`config.mk`:
```
export PLATFORM = sky130hd
export DESIGN_NAME = axi_read_router
export DESIGN_NICKNAME = d
export VERILOG_FILES = /design/src/rtl/axi_read_router.sv
export SDC_FILE = /design/constraint.sdc
export NUM_CORES = 1
export LEC_CHECK = 0
export ABC_CLOCK_PERIOD_IN_PS = 2300
export BUFFER_PORTS_ARGS = -buffer_cell sky130_fd_sc_hd__buf_2
export CAP_MARGIN = 10
export CELL_PAD_IN_SITES_DETAIL_PLACEMENT = 1
export CELL_PAD_IN_SITES_GLOBAL_PLACEMENT = 2
export CORE_ASPECT_RATIO = 1.25
export CORE_MARGIN = 3
export CORE_UTILIZATION = 18
export CTS_BUF_LIST = sky130_fd_sc_hd__clkbuf_8
export CTS_CLUSTER_DIAMETER = 50
export CTS_CLUSTER_SIZE = 16
export DETAILED_ROUTE_END_ITERATION = 6
export GPL_TIMING_DRIVEN = 0
export MAX_ROUTING_LAYER = met4
export PLACE_DENSITY = 0.86
export SYNTH_ARGS = -nofsm -noshare
export SYNTH_HDL_FRONTEND = slang
export SYNTH_SLANG_ARGS = --single-unit
```
`constraint.sdc`:
```
create_clock -name clk -period 2.3 [get_ports clk]
set_input_delay 0.69 -clock clk [delete_from_list [all_inputs] [get_ports clk]]
set_output_delay 0.69 -clock clk [all_outputs]
set_load 0.01 [all_outputs]
```
`src/rtl/axi_read_router.sv`:
```
// ============================================================================
// Module   : axi_read_router
// Purpose  : Read-channel front end of the AXI interconnect. Arbitrates AR
//            requests from two masters, decodes the address to slave 0,
//            slave 1 or the default slave, forwards the registered address
//            and routes the R burst back to the requesting master. Only one
//            transaction is in flight at a time.
// Ports    : clk, rst (async, active-low)
//            Master side : ARID/ARADDR/ARLEN/ARSIZE/ARBURST/ARVALID_M [1:0],
//                          ARREADY_M, RID/RDATA/RRESP/RLAST_M (shared),
//                          RVALID_M, RREADY_M
//            Slave side  : ARID/ARADDR/ARLEN/ARSIZE/ARBURST_S (broadcast),
//                          ARVALID_S/ARREADY_S [2:0], RID/RDATA/RRESP/
//                          RLAST/RVALID_S [2:0], RREADY_S [2:0]
//            Slave index 2 is the default slave (unmapped addresses).
// Options  : AXI_RD_IDCHK_EN - when defined, an R beat whose RID does not
//            match the forwarded ARID is reported to the master as SLVERR.
// Revision : 1.0 - initial release
// ============================================================================
`default_nettype none

`ifndef AXI_ID_BITS
`define AXI_ID_BITS 4
`endif
// Slave-side ID = {3'b0, master index, master ID}
`ifndef AXI_IDS_BITS
`define AXI_IDS_BITS (`AXI_ID_BITS + 4)
`endif

module axi_read_router #(
  parameter logic [15:0] SLV0_BASE = 16'h0000,
  parameter logic [15:0] SLV1_BASE = 16'h0001
) (
  input  logic                                clk,
  input  logic                                rst,
  // master AR
  input  logic [1:0][`AXI_ID_BITS-1:0]        ARID_M,
  input  logic [1:0][31:0]                    ARADDR_M,
  input  logic [1:0][3:0]                     ARLEN_M,
  input  logic [1:0][2:0]                     ARSIZE_M,
  input  logic [1:0][1:0]                     ARBURST_M,
  input  logic [1:0]                          ARVALID_M,
  output logic [1:0]                          ARREADY_M,
  // master R
  output logic [`AXI_ID_BITS-1:0]             RID_M,
  output logic [31:0]                         RDATA_M,
  output logic [1:0]                          RRESP_M,
  output logic                                RLAST_M,
  output logic [1:0]                          RVALID_M,
  input  logic [1:0]                          RREADY_M,
  // slave AR
  output logic [`AXI_IDS_BITS-1:0]            ARID_S,
  output logic [31:0]                         ARADDR_S,
  output logic [3:0]                          ARLEN_S,
  output logic [2:0]                          ARSIZE_S,
  output logic [1:0]                          ARBURST_S,
  output logic [2:0]                          ARVALID_S,
  input  logic [2:0]                          ARREADY_S,
  // slave R
  input  logic [2:0][`AXI_IDS_BITS-1:0]       RID_S,
  input  logic [2:0][31:0]                    RDATA_S,
  input  logic [2:0][1:0]                     RRESP_S,
  input  logic [2:0]                          RLAST_S,
  input  logic [2:0]                          RVALID_S,
  output logic [2:0]                          RREADY_S
);

  localparam logic [1:0] c_SEL_S0  = 2'd0;
  localparam logic [1:0] c_SEL_S1  = 2'd1;
  localparam logic [1:0] c_SEL_DEF = 2'd2;

  typedef enum logic [1:0] {
    ST_IDLE = 2'd0,
    ST_ADDR = 2'd1,
    ST_DATA = 2'd2
  } state_t;

  state_t                   r_state;
  state_t                   w_state_nxt;
  logic                     r_last;       // master granted most recently
  logic                     r_mst;        // master owning the transaction
  logic [1:0]               r_sel;        // target slave
  logic [`AXI_ID_BITS-1:0]  r_arid;
  logic [31:0]              r_araddr;
  logic [3:0]               r_arlen;
  logic [2:0]               r_arsize;
  logic [1:0]               r_arburst;
  logic                     w_grant;
  logic                     w_ar_hs;
  logic [1:0]               w_rresp;

  function automatic logic [1:0] f_decode(input logic [31:0] addr);
    if (addr[31:16] == SLV0_BASE)      return c_SEL_S0;
    else if (addr[31:16] == SLV1_BASE) return c_SEL_S1;
    else                               return c_SEL_DEF;
  endfunction

  // Single requester wins outright; on contention the master that was not
  // granted last time wins (r_last resets to M1 so M0 goes first).
  always_comb begin
    w_grant = ~r_last;
    if (ARVALID_M == 2'b01)      w_grant = 1'b0;
    else if (ARVALID_M == 2'b10) w_grant = 1'b1;
  end

  assign w_ar_hs = (r_state == ST_IDLE) && (|ARVALID_M);

  // Response code towards the master, optionally flagging RID mismatches.
`ifdef AXI_RD_IDCHK_EN
  assign w_rresp = (RID_S[r_sel] != ARID_S) ? 2'b10 : RRESP_S[r_sel];
`else
  assign w_rresp = RRESP_S[r_sel];
  // Upper RID bits only matter for the ID check.
  logic w_unused_rid;
  assign w_unused_rid = ^RID_S;
`endif

  // --------------------------------------------------------------------------
  // FSM state register
  // --------------------------------------------------------------------------
  always_ff @(posedge clk or negedge rst) begin
    if (!rst) begin
      r_state <= ST_IDLE;
    end else begin
      r_state <= w_state_nxt;
    end
  end

  // --------------------------------------------------------------------------
  // FSM next state and outputs
  // --------------------------------------------------------------------------
  always_comb begin
    w_state_nxt = r_state;
    ARREADY_M   = '0;
    ARVALID_S   = '0;
    RVALID_M    = '0;
    RREADY_S    = '0;
    RID_M       = '0;
    RDATA_M     = '0;
    RRESP_M     = '0;
    RLAST_M     = 1'b0;
    case (r_state)
      ST_IDLE: begin
        if (|ARVALID_M) begin
          ARREADY_M[w_grant] = 1'b1;
          w_state_nxt        = ST_ADDR;
        end
      end
      ST_ADDR: begin
        ARVALID_S[r_sel] = 1'b1;
        if (ARREADY_S[r_sel]) w_state_nxt = ST_DATA;
      end
      ST_DATA: begin
        RVALID_M[r_mst] = RVALID_S[r_sel];
        RREADY_S[r_sel] = RREADY_M[r_mst];
        RID_M           = RID_S[r_sel][`AXI_ID_BITS-1:0];
        RDATA_M         = RDATA_S[r_sel];
        RRESP_M         = w_rresp;
        RLAST_M         = RLAST_S[r_sel];
        // Burst ends on the slave's RLAST; beat count is not enforced.
        if (RVALID_S[r_sel] && RREADY_M[r_mst] && RLAST_S[r_sel])
          w_state_nxt = ST_IDLE;
      end
      default: w_state_nxt = ST_IDLE;
    endcase
  end

  // --------------------------------------------------------------------------
  // AR capture on master handshake; held stable until the slave accepts
  // --------------------------------------------------------------------------
  always_ff @(posedge clk or negedge rst) begin
    if (!rst) begin
      r_last    <= 1'b1;
      r_mst     <= 1'b0;
      r_sel     <= c_SEL_S0;
      r_arid    <= '0;
      r_araddr  <= '0;
      r_arlen   <= '0;
      r_arsize  <= '0;
      r_arburst <= '0;
    end else if (w_ar_hs) begin
      r_last    <= w_grant;
      r_mst     <= w_grant;
      r_sel     <= f_decode(ARADDR_M[w_grant]);
      r_arid    <= ARID_M[w_grant];
      r_araddr  <= ARADDR_M[w_grant];
      r_arlen   <= ARLEN_M[w_grant];
      r_arsize  <= ARSIZE_M[w_grant];
      r_arburst <= ARBURST_M[w_grant];
    end
  end

  assign ARID_S    = {3'b000, r_mst, r_arid};
  assign ARADDR_S  = r_araddr;
  assign ARLEN_S   = r_arlen;
  assign ARSIZE_S  = r_arsize;
  assign ARBURST_S = r_arburst;

endmodule

`default_nettype wire

```
==> impl_metrics.tcl, run 1 <==
set metrics [dict create \
    r2r-end "r_sel[1]$_DFFE_PN0P_" \
    grt_max_degree 52 \
    htreeDepth 2 \
    postSynthCellCount 433 \
    clock_skew_ns 0.00418 \
    synth.yosys.seq_area_share_pct 36.1 \
    crit_fanout 10 \
    postRouteAntennaNets 0 \
    wire_per_inst_microns 17.5 \
    grt_overflow 0 \
    avgSynthCellArea_sq_um 8.17 \
    max-slew-margin-rel_pct 55.7 \
    synth_ff_type "dfrtp_1" \
    fin_crit_ns 2.37 \
    synth_compound_area_share_pct 15.0 \
    critPathTopFamily "buffers and inverters" \
    rows 56 \
    synth_top_family_by_area "multiplexers" \
    worstPathArrival_ns 1.68 \
    violations "setup timing" \
    slowest_delay_ns 0.40 \
    synth_warnings 0 \
    setup_tns_ns -0.989 \
    drv_cap 0 \
    cts_tree "yes" \
    drt-total-wl_mm 18.1 \
    synth_edf_count 0 \
    p_int_uw 2870 \
    synthAdderAreaFrac_pct 0 \
    fin_ws_ns -0.0670 \
    cts_buffers 5 \
    slowest_stage "dfrtp_1" \
    grt_pass1_vias 4895 \
    drtIter0Drc 105 \
    ys_top_cells_by_area "dfrtp_1 (35%), mux2i_1 (24%), nor2_1 (9.2%)" \
    place_congestion 0.789 \
    final_hold_viol_count 0 \
    status "finished with violations" \
    worstSetupStartpoint "r_sel[1]$_DFFE_PN0P_" \
    finalNetCount 1000 \
    cts_sinks 51 \
    dieArea_sq_mm 0.0214 \
    antennaDiodeCount 0 \
    peakVddDrop_v 0.000315 \
    antenna_found_initial 0 \
    io_buffers 313 \
    syn_area_sq_mm 0.00354 \
    path_buf_inv 3 \
    clk_transition_reported_paths_ns 0.11 \
    reg2reg_slack_ns 0.40 \
    clockBufferDepth 2 \
    async_flop_share_pct 100 \
    seq_power_share_pct 30.9 \
    die_h_microns 163 \
    avgViaCountPerCell 4.37 \
    clk_latency_ns 0.32 \
    ys_ff_latch 51 \
    dp_worst_setup_slack_ns -0.710 \
    synth_mux_area_share_pct 24.8 \
    p_comb_share_pct 56.0 \
    setup_viol 32 \
    endpoint_kind "output pin" \
    startpoint_type "register" \
    drive_gt1_share_pct 50.9 \
    yosysTopAreaCell "dfrtp_1" \
    drc 0 \
    power_uw 5130 \
    pwr_density_cell_mw_per_mm2 856 \
    cts_root_buffer "clkbuf_8" \
    drv_slew 0 \
    num_io_pins 329 \
    die_x_microns 131 \
    path_cells "buf_12, buf_8, mux2i_1, nor2_1, a21oi_1, nor2_1, buf_2" \
    synth_xor_area_share_pct 0 \
    period_share_pct 103 \
    syn_to_final_growth_pct 69.6 \
    start_util_pct 18.6 \
    worstReg2RegStart "r_last$_DFFE_PN1P_" \
    required_ns 1.61 \
    hp-class "in -> async" \
    firstDrtPassIters 4 \
    num_vias 4508 \
    yosysUniqueCellTypes 37 \
    postCtsHoldBufs 0 \
    switching_share_pct 44.1 \
    netlist_top_cells_count "nor2_1 (87), mux2i_1 (84), dfrtp_1 (50)" \
    fmax_mhz 422 \
    core_area_sq_mm 0.0191 \
    p_sw_uw 2270 \
    track_usage_pct 16.6 \
    tightestPinTransition_ns 0.665 \
    crit_top_cell "nor2_1" \
    finish.utilization_pct 31.5 \
    rsz0062_at_grt "true" \
    yosysTopAreaCellShare_pct 35.4 \
    path_class "reg -> out" \
    place_hpwl_mm 14.8 \
    dp.cells 1009 \
    yosysMostFrequentCell "nor2_1" \
    worstRegToRegCells 5 \
    critical_path_depth 7 \
    grt_pass1_wl_mm 27.0 \
    p_leak_uw 0.00344 \
    p_clk_share_pct 13.1 \
    yosys.area_share.simple_pct 18.6 \
    instances_no_fill 1031 \
]
[per-layer routing]
| layer | global-route usage, % | vias up | wire (microns) |
|---|---|---|---|
| met1 | 18.3 | 2088 | 7160 |
| li1 | - | 2161 | - |
| met5 | - | - | 0 |
| met4 | 4.35 | 0 | 371 |
| met2 | 30.8 | 241 | 9380 |
| met3 | 3.00 | 18 | 1160 |
[metrics by stage]
step	instance area, sq um	hold slack, ns
floorplan	3540	0.394
global placement	5440	0.460
detailed placement	5440	0.470
CTS	5900	0.495
global route	6000	0.297
finish	6000	0.280
[layout by cell type, fill, tap and decap left out, drive strengths merged, types with 2 or more instances in the layout]
| master | n |
|---|---|
| nor2b | 3 |
| o22ai | 2 |
| nor4 | 6 |
| nand3 | 2 |
| conb | 3 |
| nor2 | 87 |
| nor3 | 6 |
| o21ai | 44 |
| a2bb2oi | 2 |
| a21oi | 42 |
| inv | 3 |
| clkbuf | 27 |
| dfrtp | 50 |
| mux2i | 84 |
| mux2 | 3 |
| nand2 | 44 |
| buf | 343 |
| nand2b | 5 |
[how the worst max path moves through the flow]
stage | end | slack, ns
floorplan | ARREADY_M[1] | 0.14
global placement | ARREADY_M[0] | -0.71
detailed placement | ARREADY_M[0] | -0.71
CTS | RDATA_M[23] | -0.13
global route | RDATA_M[1] | -0.19
finish | RID_M[1] | -0.07
[what timing repair did]
| action | in CTS | in global routing |
|---|---|---|
| gates resized for setup | 71 | 17 |
| gates cloned | 1 | 1 |
| pin swaps | 3 | 0 |
| setup buffers | 12 | 1 |
| endpoints found under the setup margin | 49 | 46 |
[layout make-up]
type | instances | area [sq um]
plain buffers | 36 | 337
clock buffers | 5 | 68.8
clock inverters | 3 | 46.3
fillers | 2381 | 13100
inverters | 2 | 7.51
multi-input cells | 344 | 2180
flip-flops and latches | 51 | 1280
well taps | 261 | 327
repair buffers | 329 | 1750
[registers in the layout, indices dropped and copies added (netlist names)]
signal and cells:
r_state 2, ARLEN_S 4, r_arid 4, r_sel 2, r_mst 1, ARBURST_S 2, ARSIZE_S 3, ARADDR_S 32
r_last 1
[logic make-up after synthesis]
kind of cell | after synthesis
buffers and inverters | 40
AOI/OAI and AO/OA | 97
other | 1
muxes | 87
DFF | 51
and+or+nand+nor | 157
[power groups by stage]
stage          Sequential [uW]  Clock, uW  Combinational [uW]
2_1_floorplan             1740          0                1280
3_3_place_gp              1560          0                2730
3_5_place_dp              1590          0                2770
4_1_cts                   1580        702                2940
5_1_grt                   1630        730                3200
6_report                  1580        675                2880
Power figures use the tool's default switching activity.
==> inputs of run 2 (changes only) <==
--- a/config.mk
+++ b/config.mk
@@ -5,7 +5,7 @@
 export SDC_FILE = /design/constraint.sdc
 export NUM_CORES = 1
 export LEC_CHECK = 0
-export ABC_CLOCK_PERIOD_IN_PS = 2300
+export ABC_CLOCK_PERIOD_IN_PS = 2500
 export BUFFER_PORTS_ARGS = -buffer_cell sky130_fd_sc_hd__buf_2
 export CAP_MARGIN = 10
 export CELL_PAD_IN_SITES_DETAIL_PLACEMENT = 1
==> constraint.sdc (replaced) <==
create_clock -name clk -period 2.5 [get_ports clk]
set_input_delay 0.75 -clock clk [delete_from_list [all_inputs] [get_ports clk]]
set_output_delay 0.75 -clock clk [all_outputs]
set_load 0.01 [all_outputs]
==> impl_metrics.tcl, run 2 (synthesis gave the netlist of run 1 again) <==
set metrics [dict create \
    io_buffers 313 \
    register_area_sq_mm 0.00128 \
    pwr_density_cell_mw_per_mm2 799 \
    die_x_microns 131 \
    num_vias 4456 \
    max-slew-margin-rel_pct 54.2 \
    cts_buffers 5 \
    rsz0062_at_grt "true" \
    dieArea_sq_mm 0.0214 \
    peakVddDrop_v 0.000287 \
    drc 0 \
    path_cells "nor2b_1, clkbuf_4, clkbuf_8, a21oi_1, nor2_1, buf_2" \
    final_cell_area_sq_mm 0.00584 \
    die_h_microns 163 \
    track_usage_pct 16.3 \
    finalNetCount 991 \
    drv_cap 0 \
    clk_latency_ns 0.32 \
    drt-total-wl_mm 17.8 \
    antennaDiodeCount 0 \
    layout_commonest_cell "buf_2" \
    tightestPinTransition_ns 0.688 \
    place_congestion 0.789 \
    dp_worst_setup_slack_ns -0.630 \
    fin_crit_ns 2.44 \
    grt_pass1_wl_mm 26.6 \
    cts_sinks 51 \
    core_area_sq_mm 0.0191 \
    period_share_pct 97.7 \
    htreeDepth 2 \
    wire_per_inst_microns 17.4 \
    slowest_stage "dfrtp_1" \
    clock_skew_ns 0.00613 \
    rows 56 \
    reg2reg_slack_ns 0.55 \
    endpoint_kind "output pin" \
    postRouteAntennaNets 0 \
    num_io_pins 329 \
    largest_reg_flops 32 \
    firstDrtPassIters 4 \
    fmax_mhz 410 \
    hp-class "in -> async" \
    status "complete, no violations" \
    cts_tree "yes" \
    mostFrequentLayoutCells "buf_2 (313), nor2_1 (83), mux2i_1 (80)" \
    slowest_delay_ns 0.42 \
    start_util_pct 18.6 \
    grt_overflow 0 \
    required_ns 1.75 \
    drtIter0Drc 119 \
    final_hold_viol_count 0 \
    worstPathArrival_ns 1.69 \
    grt_max_degree 52 \
    drv_slew 0 \
    antenna_found_initial 0 \
    cts_root_buffer "clkbuf_8" \
    startpoint_type "register" \
    grt_pass1_vias 4802 \
    fill_cells 2394 \
    fin_ws_ns 0.0583 \
    clk_transition_reported_paths_ns 0.11 \
    setup_viol 0 \
    hold_slack_ns 0.343 \
    dpl_cell_area_sq_mm 0.00544 \
    avgViaCountPerCell 4.36 \
    postCtsHoldBufs 0 \
    clockBufferDepth 2 \
    multi_input_area_sq_mm 0.00217 \
    p_leak_uw 0.00336 \
    path_class "reg -> out" \
    drive_gt1_share_pct 49.9 \
    syn_to_final_growth_pct 65.2 \
    place_hpwl_mm 14.8 \
    crit_fanout 10 \
]
==> run 2: cell types whose count changed in the layout (fill, tap and decap cells not counted), sizes merged <==
| cell | previous run | this run |
|---|---|---|
| buf | 343 | 338 |
| clkbuf | 27 | 23 |
==> run 2: per-layer routing <==
metal | global-route usage [%] | part of all wire, %
met3 | 3.00 | 6.5
met5 | - | 0
met2 | 30.5 | 52
met4 | 3.63 | 1.5
met1 | 18.2 | 40
==> run 2: layout make-up <==
| class | count | share of cell area [%] |
|---|---|---|
| Sequential cell | 51 | 21.9 |
| Clock inverter | 3 | 0.792 |
| Clock buffer | 5 | 1.18 |
| Tap cell | 261 | 5.59 |
| Buffer | 37 | 5.31 |
| Timing Repair Buffer | 319 | 28.0 |
| Inverter | 2 | 0.129 |
| Multi-Input combinational cell | 344 | 37.2 |
==> run 2: repair_timing <==
action | in CTS | in global routing
buffers inserted | 3 | 2
setup endpoints to repair | 49 | 35
pin swaps | 1 | 1
gates resized for setup | 49 | 30
==> run 2: metrics by stage <==
| stage | TNS (ns) | utilization (%) | power, uW | std cells |
|---|---|---|---|---|
| floorplan | 0 | - | 2780 | 435 |
| global placement | -2.58 | 28.5 | 3950 | 1009 |
| global route | -0.203 | 30.7 | 5060 | 1022 |
| finish | 0 | 30.7 | 4670 | 1022 |
| detailed placement | -3.43 | 28.5 | 4010 | 1009 |
| CTS | -0.0635 | 30.0 | 4710 | 1019 |
==> run 2: report_power, final <==
part / internal, uW / switching (uW) / total [uW]
Sequential: 1220 / 225 / 1450
Combinational: 1080 / 1520 / 2600
Clock: 302 / 316 / 618
==> run 2: path summary, 6_finish.rpt <==
| kind | startpoint | end | cells after the start |
|---|---|---|---|
| max in group asynchronous | rst | r_last$_DFFE_PN1P_ | 2 |
| setup / recovery | r_sel[1]$_DFFE_PN0P_ | RDATA_M[1] | 6 |
| hold reg to reg | ARADDR_S[26]$_DFFE_PN0P_ | ARADDR_S[26]$_DFFE_PN0P_ | 2 |
| hold / removal | rst | ARSIZE_S[2]$_DFFE_PN0P_ | 1 |
| setup reg to reg | r_last$_DFFE_PN1P_ | r_sel[1]$_DFFE_PN0P_ | 6 |
| min in group clk | ARADDR_S[26]$_DFFE_PN0P_ | ARADDR_S[26]$_DFFE_PN0P_ | 2 |
==> run 2: critical path: cells and delay by family, from the launching register on <==
family / cells / cell delay [ns]
flip-flops: 1 / 0.42
buffers and inverters: 3 / 0.61
AO/OA/AOI/OAI: 1 / 0.07
AND/OR/NAND/NOR: 2 / 0.26
